File: config.mk
export PLATFORM = sky130hd
export DESIGN_NAME = multicycle_control
export DESIGN_NICKNAME = d
export VERILOG_FILES = /design/src/rtl/mc_pkg.sv /design/src/rtl/instr_classify.sv /design/src/rtl/multicycle_control.sv
export SDC_FILE = /design/constraint.sdc
export NUM_CORES = 1
export LEC_CHECK = 0
export ABC_AREA = 1
export BUFFER_PORTS_ARGS = -buffer_cell sky130_fd_sc_hd__buf_2
export CAP_MARGIN = 10
export CORE_MARGIN = 5
export CORE_UTILIZATION = 40
export DETAILED_ROUTE_END_ITERATION = 12
export GPL_TIMING_DRIVEN = 0
export SYNTH_ARGS = -nofsm -noshare
export SYNTH_HDL_FRONTEND = slang
export SYNTH_SLANG_ARGS = --single-unit
File: constraint.sdc
create_clock -name i_clk -period 1.8 [get_ports i_clk]
set_clock_uncertainty 0.05 [all_clocks]
set_input_delay 0.36 -clock i_clk [delete_from_list [all_inputs] [get_ports i_clk]]
set_output_delay 0.36 -clock i_clk [all_outputs]
set_load 0.005 [all_outputs]
File: src/rtl/mc_pkg.sv
// Shared encodings for the multi-cycle MIPS-subset sequencer: FSM states,
// instruction classes, opcode/funct values and datapath mux selects.
package mc_pkg;

    typedef enum logic [3:0] {
        S_IDLE     = 4'd0,
        S_FETCH    = 4'd1,
        S_DECODE   = 4'd2,
        S_EXEC_R   = 4'd3,
        S_WB_R     = 4'd4,
        S_EXEC_I   = 4'd5,
        S_WB_I     = 4'd6,
        S_MEM_ADDR = 4'd7,
        S_MEM_ACC  = 4'd8,
        S_WB_MEM   = 4'd9,
        S_BRANCH   = 4'd10,
        S_JUMP     = 4'd11
    } state_e;

    typedef enum logic [2:0] {
        CL_R   = 3'd0,
        CL_I   = 3'd1,
        CL_LW  = 3'd2,
        CL_SW  = 3'd3,
        CL_BEQ = 3'd4,
        CL_J   = 3'd5
    } class_e;

    localparam logic [5:0] OP_R     = 6'd0;
    localparam logic [5:0] OP_J     = 6'd2;
    localparam logic [5:0] OP_BEQ   = 6'd4;
    localparam logic [5:0] OP_ADDI  = 6'd8;
    localparam logic [5:0] OP_ADDIU = 6'd9;
    localparam logic [5:0] OP_LW    = 6'd35;
    localparam logic [5:0] OP_SW    = 6'd43;

    localparam logic [5:0] FN_ADD  = 6'd32;
    localparam logic [5:0] FN_ADDU = 6'd33;
    localparam logic [5:0] FN_SUB  = 6'd34;
    localparam logic [5:0] FN_SUBU = 6'd35;

    localparam logic [1:0] ALU_ADD   = 2'd0;
    localparam logic [1:0] ALU_SUB   = 2'd1;
    localparam logic [1:0] ALU_FUNCT = 2'd2;

    localparam logic [1:0] SRCB_RT     = 2'd0;
    localparam logic [1:0] SRCB_FOUR   = 2'd1;
    localparam logic [1:0] SRCB_IMM    = 2'd2;
    localparam logic [1:0] SRCB_IMM_SH = 2'd3;

    localparam logic [1:0] PC_ALU    = 2'd0;
    localparam logic [1:0] PC_ALUOUT = 2'd1;
    localparam logic [1:0] PC_JUMP   = 2'd2;

endpackage

File: src/rtl/instr_classify.sv
// Combinational decode of {opcode, funct} into an instruction class,
// the overflow-trap enable and a legality flag.
module instr_classify
    import mc_pkg::*;
(
    input  logic [11:0] i_instrCode,
    output logic [2:0]  o_class,
    output logic        o_ovfEn,
    output logic        o_legal
);

    logic [5:0] opcode;
    logic [5:0] funct;

    assign opcode = i_instrCode[11:6];
    assign funct  = i_instrCode[5:0];

    always_comb begin
        o_class = CL_R;
        o_ovfEn = 1'b0;
        o_legal = 1'b0;
        case (opcode)
            OP_R: begin
                if (funct >= FN_ADD && funct <= FN_SUBU) begin
                    o_legal = 1'b1;
                    o_class = CL_R;
                    o_ovfEn = (funct == FN_ADD) || (funct == FN_SUB);
                end
            end
            OP_ADDI: begin
                o_legal = 1'b1;
                o_class = CL_I;
                o_ovfEn = 1'b1;
            end
            OP_ADDIU: begin
                o_legal = 1'b1;
                o_class = CL_I;
            end
            OP_LW: begin
                o_legal = 1'b1;
                o_class = CL_LW;
            end
            OP_SW: begin
                o_legal = 1'b1;
                o_class = CL_SW;
            end
            OP_BEQ: begin
                o_legal = 1'b1;
                o_class = CL_BEQ;
            end
            OP_J: begin
                o_legal = 1'b1;
                o_class = CL_J;
            end
            default: ;
        endcase
    end

endmodule

File: src/rtl/multicycle_control.sv
// Multi-cycle sequencer: steps ALU, unified memory and register file through
// fetch/decode/execute/memory/write-back and counts retired instructions.
module multicycle_control
    import mc_pkg::*;
#(
    parameter int CNT_W = 32
) (
    input  logic             i_clk,
    input  logic             i_rst_n,
    input  logic             i_run,
    input  logic [11:0]      i_instrCode,
    input  logic             i_memReady,
    output logic             o_pcWrite,
    output logic             o_pcWriteCond,
    output logic [1:0]       o_pcSrc,
    output logic             o_iorD,
    output logic             o_memRead,
    output logic             o_memWrite,
    output logic             o_irWrite,
    output logic             o_regDst,
    output logic             o_memToReg,
    output logic             o_regWrite,
    output logic             o_aluSrcA,
    output logic [1:0]       o_aluSrcB,
    output logic [1:0]       o_aluOp,
    output logic             o_ExtOp,
    output logic             o_ovfEn,
    output logic             o_illegal,
    output logic [CNT_W-1:0] o_retired,
    output logic [3:0]       o_state
);

    state_e           state_q, state_d;
    class_e           cls_q, cls_d;
    logic             ovf_q, ovf_d;
    logic [CNT_W-1:0] retired_q, retired_d;
    logic             retire;
    logic             boundary;
    logic [2:0]       dec_class;
    logic             dec_ovf;
    logic             dec_legal;

    instr_classify u_classify (
        .i_instrCode (i_instrCode),
        .o_class     (dec_class),
        .o_ovfEn     (dec_ovf),
        .o_legal     (dec_legal)
    );

    always_ff @(posedge i_clk or negedge i_rst_n) begin
        if (!i_rst_n) begin
            state_q   <= S_IDLE;
            cls_q     <= CL_R;
            ovf_q     <= 1'b0;
            retired_q <= '0;
        end else begin
            state_q   <= state_d;
            cls_q     <= cls_d;
            ovf_q     <= ovf_d;
            retired_q <= retired_d;
        end
    end

    always_comb begin
        state_d       = state_q;
        cls_d         = cls_q;
        ovf_d         = ovf_q;
        retired_d     = retired_q;
        retire        = 1'b0;
        boundary      = 1'b0;
        o_pcWrite     = 1'b0;
        o_pcWriteCond = 1'b0;
        o_pcSrc       = PC_ALU;
        o_iorD        = 1'b0;
        o_memRead     = 1'b0;
        o_memWrite    = 1'b0;
        o_irWrite     = 1'b0;
        o_regDst      = 1'b0;
        o_memToReg    = 1'b0;
        o_regWrite    = 1'b0;
        o_aluSrcA     = 1'b0;
        o_aluSrcB     = SRCB_RT;
        o_aluOp       = ALU_ADD;
        o_ExtOp       = 1'b0;
        o_ovfEn       = 1'b0;
        o_illegal     = 1'b0;
        case (state_q)
            S_IDLE: begin
                if (i_run) state_d = S_FETCH;
            end
            S_FETCH: begin
                o_memRead = 1'b1;
                o_aluSrcB = SRCB_FOUR;
                if (i_memReady) begin
                    o_irWrite = 1'b1;
                    o_pcWrite = 1'b1;
                    state_d   = S_DECODE;
                end
            end
            S_DECODE: begin
                // Branch target is precomputed into ALUOut while decoding.
                o_aluSrcB = SRCB_IMM_SH;
                o_ExtOp   = 1'b1;
                cls_d     = class_e'(dec_class);
                ovf_d     = dec_ovf;
                if (!dec_legal) begin
                    o_illegal = 1'b1;
                    boundary  = 1'b1;
                end else begin
                    case (class_e'(dec_class))
                        CL_R:          state_d = S_EXEC_R;
                        CL_I:          state_d = S_EXEC_I;
                        CL_LW, CL_SW:  state_d = S_MEM_ADDR;
                        CL_BEQ:        state_d = S_BRANCH;
                        CL_J:          state_d = S_JUMP;
                        default:       boundary = 1'b1;
                    endcase
                end
            end
            S_EXEC_R: begin
                o_aluSrcA = 1'b1;
                o_aluOp   = ALU_FUNCT;
                o_ovfEn   = ovf_q;
                state_d   = S_WB_R;
            end
            S_WB_R: begin
                o_regDst   = 1'b1;
                o_regWrite = 1'b1;
                retire     = 1'b1;
            end
            S_EXEC_I: begin
                o_aluSrcA = 1'b1;
                o_aluSrcB = SRCB_IMM;
                o_ExtOp   = 1'b1;
                o_ovfEn   = ovf_q;
                state_d   = S_WB_I;
            end
            S_WB_I: begin
                o_regWrite = 1'b1;
                retire     = 1'b1;
            end
            S_MEM_ADDR: begin
                o_aluSrcA = 1'b1;
                o_aluSrcB = SRCB_IMM;
                o_ExtOp   = 1'b1;
                state_d   = S_MEM_ACC;
            end
            S_MEM_ACC: begin
                o_iorD     = 1'b1;
                o_memRead  = (cls_q == CL_LW);
                o_memWrite = (cls_q == CL_SW);
                if (i_memReady) begin
                    if (cls_q == CL_LW) state_d = S_WB_MEM;
                    else                retire  = 1'b1;
                end
            end
            S_WB_MEM: begin
                o_memToReg = 1'b1;
                o_regWrite = 1'b1;
                retire     = 1'b1;
            end
            S_BRANCH: begin
                o_aluSrcA     = 1'b1;
                o_aluOp       = ALU_SUB;
                o_pcWriteCond = 1'b1;
                o_pcSrc       = PC_ALUOUT;
                retire        = 1'b1;
            end
            S_JUMP: begin
                o_pcWrite = 1'b1;
                o_pcSrc   = PC_JUMP;
                retire    = 1'b1;
            end
            default: state_d = S_IDLE;
        endcase
        // i_run is only honoured here, between instructions.
        if (retire) begin
            retired_d = retired_q + CNT_W'(1);
            boundary  = 1'b1;
        end
        if (boundary) state_d = i_run ? S_FETCH : S_IDLE;
    end

    assign o_retired = retired_q;
    assign o_state   = state_q;

endmodule
Word level (Yosys, flattened, before mapping)
Cells that the tools add are included.
- logic and storage cells: 95
- bits of input ports: 16
- output and inout port bits: 55
- flip-flop bits (word level): 40
- order comparisons: 2
- mux-type cells: 39
- equal/unequal tests: 33
- reduce and logical (&&, ||, !) cells: 16
- add/sub/neg operators: 1
- operators with widths (kind ; number):
    adder 32 x 1 -> 32 bit (second input constant) ; 1
    case mux 4 bit (8 select lines) ; 1
    equality test 6 bit (second input constant) ; 4
    2-to-1 mux 4 bit ; 6
    2-to-1 mux 1 bit ; 22
    case mux 4 bit (5 select lines) ; 1
    equality test 4 x 3 -> 1 bit (second input constant) ; 4
    equality test 4 bit (second input constant) ; 4
    inequality test 3 bit (second input constant) ; 5
    case mux 3 bit (5 select lines) ; 1
    equality test 3 x 2 -> 1 bit (second input constant) ; 4
    equality test 6 x 4 -> 1 bit (second input constant) ; 2
    OR reduction 6 bit ; 2
    case mux 1 bit (2 select lines) ; 5
    equality test 4 x 2 -> 1 bit (second input constant) ; 2
    case mux 2 bit (2 select lines) ; 2
    OR reduction 2 bit ; 4
    inequality test 7 bit (second input constant) ; 1
    AND reduction 7 bit ; 1
    equality test 3 bit (second input constant) ; 2
    equality test 6 x 2 -> 1 bit (second input constant) ; 1
    equality test 6 x 3 -> 1 bit (second input constant) ; 1
    greater-or-equal comparator 6 bit (second input constant) ; 1
    <= comparator 6 bit (second input constant) ; 1
    other kinds (12) ; 13

Depth between registers and ports, before layout
- depth after elaboration: 11
- gate-level depth with buffers: 13
- mapped depth without buffers: 13

By module
Synthesis repeated with hierarchy kept, for this count alone.
- cells, all modules: 453
- area, all modules: 2829.0 um2
- by module, submodules not included (module ; cells an instance ; area an instance (um2) ; times used):
    multicycle_control ; 419 ; 2673.8 ; 1
    instr_classify ; 34 ; 155.1 ; 1

Least setup slack after synthesis
Ideal clock, no wire load.
- kind: input to register
- start point: input i_instrCode[11]
- end point: register state_q[0], in the netlist o_state[0]
- path slack: 0.020 ns
- library setup time: 0.119 ns
- required time: 1.631 ns
- cell stages on the path: 11
- buffers on the path: 0
- data arrival time: 1.612 ns
- cells stage by stage: nor2_1 > nand3_1 > nand2_1 > ha_1 > inv_1 > nor2_1 > nor2_8 > nand3_1 > nor2_1 > nor2_1 > nand2_1
- word-level cells in the longest chain between the ends: 11
- elaborated cells on any way between the ends: 35
- those cells by class: eq/ne (18); mux (10); reduce/logical (7)
- RTL lines (element ; RTL line ; RTL):
    start, declared ; multicycle_control.sv:11 ; input logic [11:0] i_instrCode,
    equality test 6 x 4 -> 1 bit ; instr_classify.sv:22 ; case (opcode)
    OR reduction 2 bit (no line) ; -- ;
    case mux 3 bit (5 select lines) ; instr_classify.sv:22 ;
    equality test 3 bit (tied with other cells) ; multicycle_control.sv:110 ; case (class_e'(dec_class))
    OR reduction 6 bit (no line) ; -- ;
    2-to-1 mux 1 bit ; multicycle_control.sv:110 ;
    2-to-1 mux 1 bit ; multicycle_control.sv:106 ; if (!dec_legal) begin
    2-to-1 mux 1 bit ; multicycle_control.sv:87 ; case (state_q)
    2-to-1 mux 1 bit ; multicycle_control.sv:177 ; if (retire) begin
    inequality test 7 bit (no line) (tied with other cells) ; -- ;
    AND reduction 7 bit (no line) ; -- ;
    end signal, assigned ; multicycle_control.sv:57 ; state_q <= state_d;
    end, declared ; multicycle_control.sv:33 ; state_e state_q, state_d;
Parallel ways exist; a longest one is shown, timed or not. The select of a mux whose other input is x is not followed.
A chain may end at the register's enable or synchronous reset.

Worst setup path after layout
- start point: register state_q[2], in the netlist o_state[2]
- end point: output o_aluSrcA
- word-level cells in the longest chain between the ends: 3
- elaborated cells on any way between the ends: 6
- those cells by class: eq/ne (4); mux (1); reduce/logical (1)
- RTL lines (element ; RTL line ; RTL):
    equality test 4 bit (tied with other cells) ; multicycle_control.sv:87 ;
    OR reduction 4 bit (no line) * ; -- ;
    2-to-1 mux 1 bit * ; multicycle_control.sv:87 ;
    end, declared ; multicycle_control.sv:23 ; output logic o_aluSrcA,
Mark *: on every way between the ends. The rest lies on a longest branch, timed or not.

==> impl_metrics.ini <==
[worst_setup_path]
required_ns = 1.39
timing_worst_setup_path_type = reg2out
r2r_end = o_state[2]
crit_path_end_kind = output pin
worstSetupStartpointType = flip-flop
r2r_cells = 9
crit_path_max_fanout = 7
r2r_start = o_state[2]
rrSetupSlack_ns = 0.06
worstPathArrival_ns = 1.43
critPathLaunch = o_state[2]

[synthesis]
synth_area_leader_cell = dfrtp_1
synth.most_common_cell = nand2_1
synth_area_leaders = dfrtp_1 (35%), nand2_1 (18%), nor2_1 (9.5%)
ys_top_cells_by_count = nand2_1 (138), nor2_1 (72), dfrtp_1 (40), inv_1 (37), nand3_1 (22)
ys.flop_type = dfrtp_1
ys_seq_elements = 40
syn_inst = 416
ys_types = 33
netlist.area_leader.share_pct = 35.0
seq_area_frac_synth_pct = 35.0
synth_nets = 438
synthesis.area_um2 = 2860
ys_warn_count = 0
avgSynthCellArea_um2 = 6.87
async_flop_share_pct = 100
synth_edf_count = 0

[clocking]
clk_pin_slew_ns = 0.08
cts_hold_buf = 0
cts_tree = done
clockBufferDepth = 2
cts_sinks = 40
cts-root-buf = clkbuf_8
clk_latency_ns = 0.30
cts-buffers-inserted = 5
cts_max_level = 2

[final_layout]
drive_gt1_share_pct = 31.3
nets = 536
syn_to_final_growth_pct = 33.5
stdcell_count = 611
num_antenna_cells = 0

[route]
first_pass_iters = 5
drc = 0
via_per_inst = 4.94
vias = 3019
drtIter0Drc = 166
wl_um = 8600
postRouteAntennaNets = 0
wl_per_cell_um = 14.1

[timing]
fin_ws_ns = -0.0394
setup_violations = 8
finalMaxSlewViolations = 0
worst_pin_slew_ns = 0.908
tns_ns = -0.194
min_period_ns = 1.84
fin_hold_ws_ns = 0.139
fmax_ghz = 0.544
rsz0062_at_grt = yes
slew-limit-headroom_pct = 39.5
hold_viol = 0
timing.final.crit_share_pct = 102

[placement]
finalWeightedCongestion = 0.912
dp_hpwl_um = 6130
port_buffers = 69
dp_slack_ns = -0.302
dpl.cell_count = 581

[floorplan]
die_h_um = 94.5
num_io_pins = 71
dieArea_um2 = 8940
fp.dieW_um = 94.5
core_area_um2 = 6870
initial_core_util_pct = 41.6
rows = 30

[grt]
antenna_found_initial = 0
overflow = 0
grt_max_degree = 41
grt_pass1_wl_um = 13600
globalRouteTotalUtil_pct = 19.4
first_global_vias = 2855

[status]
violations = setup timing
outcome = complete, but fails checks

[worst_hold_path]
hp-class = in2async

[power_and_ir_drop]
p_leak_nw = 2.01
p_per_area_nw_per_um2 = 1050
ir_drop_mv = 0.856
finalPower_mw = 4.01

[flow_run]
maxCapViolations = 0
repair_timing:
item,in CTS,in global routing
setup buffers,16,6
pin swaps,9,9
setup endpoints to repair,10,18
gates resized for setup,35,31
area by class of cell:
class | count | area (um^2)
tap | 96 | 120
buffer | 6 | 42.5
multi-input combinational | 326 | 1830
clock buffer | 6 | 82.6
inverter | 44 | 180
fill | 680 | 3050
clock inverter | 2 | 10.0
sequential | 40 | 1010
timing repair buffer | 91 | 543
placed cells by master, fill, tap and decap left out, drive strengths merged:
cell type,n
dfrtp,40
xnor2,10
clkbuf,6
o22ai,3
buf,97
a31oi,1
nand2,144
nor3b,1
nor3,17
nand3,24
and3,1
a21boi,1
ha,6
nand3b,1
clkinv,2
nand4,5
o21ai,11
a22oi,2
inv,44
xor2,20
nor2,77
a21oi,2
through the flow:
| stage | cell area (um^2) | util, % |
|---|---|---|
| CTS | 3650 | 53.1 |
| floorplan | 2860 | - |
| global placement | 3320 | 48.4 |
| detailed placement | 3320 | 48.4 |
| finish | 3820 | 55.6 |
| global route | 3820 | 55.6 |
worst max-delay path by stage:
stage                             to  slack [ns]  cells past startpoint
after detailed placement  o_state[3]       -0.30                     12
after global placement    o_state[0]       -0.28                     12
after CTS                    o_ovfEn       -0.04                      8
final                      o_aluSrcA       -0.04                      7
after floorplan           o_state[0]        0.02                     11
after global routing       o_aluSrcA       -0.12                      7
critical path, cell delays in order (launching register included):
cell     delay [ns]
dfrtp_2        0.45
buf_8          0.16
inv_8          0.06
nand2_8        0.08
nor2_4         0.14
nor2_1         0.06
nand2_1        0.06
buf_2          0.10
sequential cells by signal, summed over array words and instances (netlist names):
| register | flops |
|---|---|
| cls_q | 3 |
| o_retired | 32 |
| o_state | 4 |
| ovf_q | 1 |
kinds of logic after synthesis:
group / share of synthesized area [%]
XOR/XNOR: 9.19
AND/OR/NAND/NOR: 42.3
buffers and inverters: 6.91
adder cells (fa/ha/maj): 2.63
flip-flops: 35.0
AO/OA/AOI/OAI: 3.94
layer usage:
layer	part of all wire (%)	global-route usage [%]
met2	46	30.3
met3	5.9	4.22
met4	2.4	6.73
met1	46	26.4
met5	0	0
where the power goes:
part	internal, mW	leakage (nW)	total (mW)	switching (mW)
Sequential	1.04	0.525	1.20	0.159
Clock	0.306	0.0510	0.629	0.323
Combinational	0.882	1.43	2.18	1.30
Total	2.23	2.01	4.01	1.78
Power figures use the tool's default switching activity.
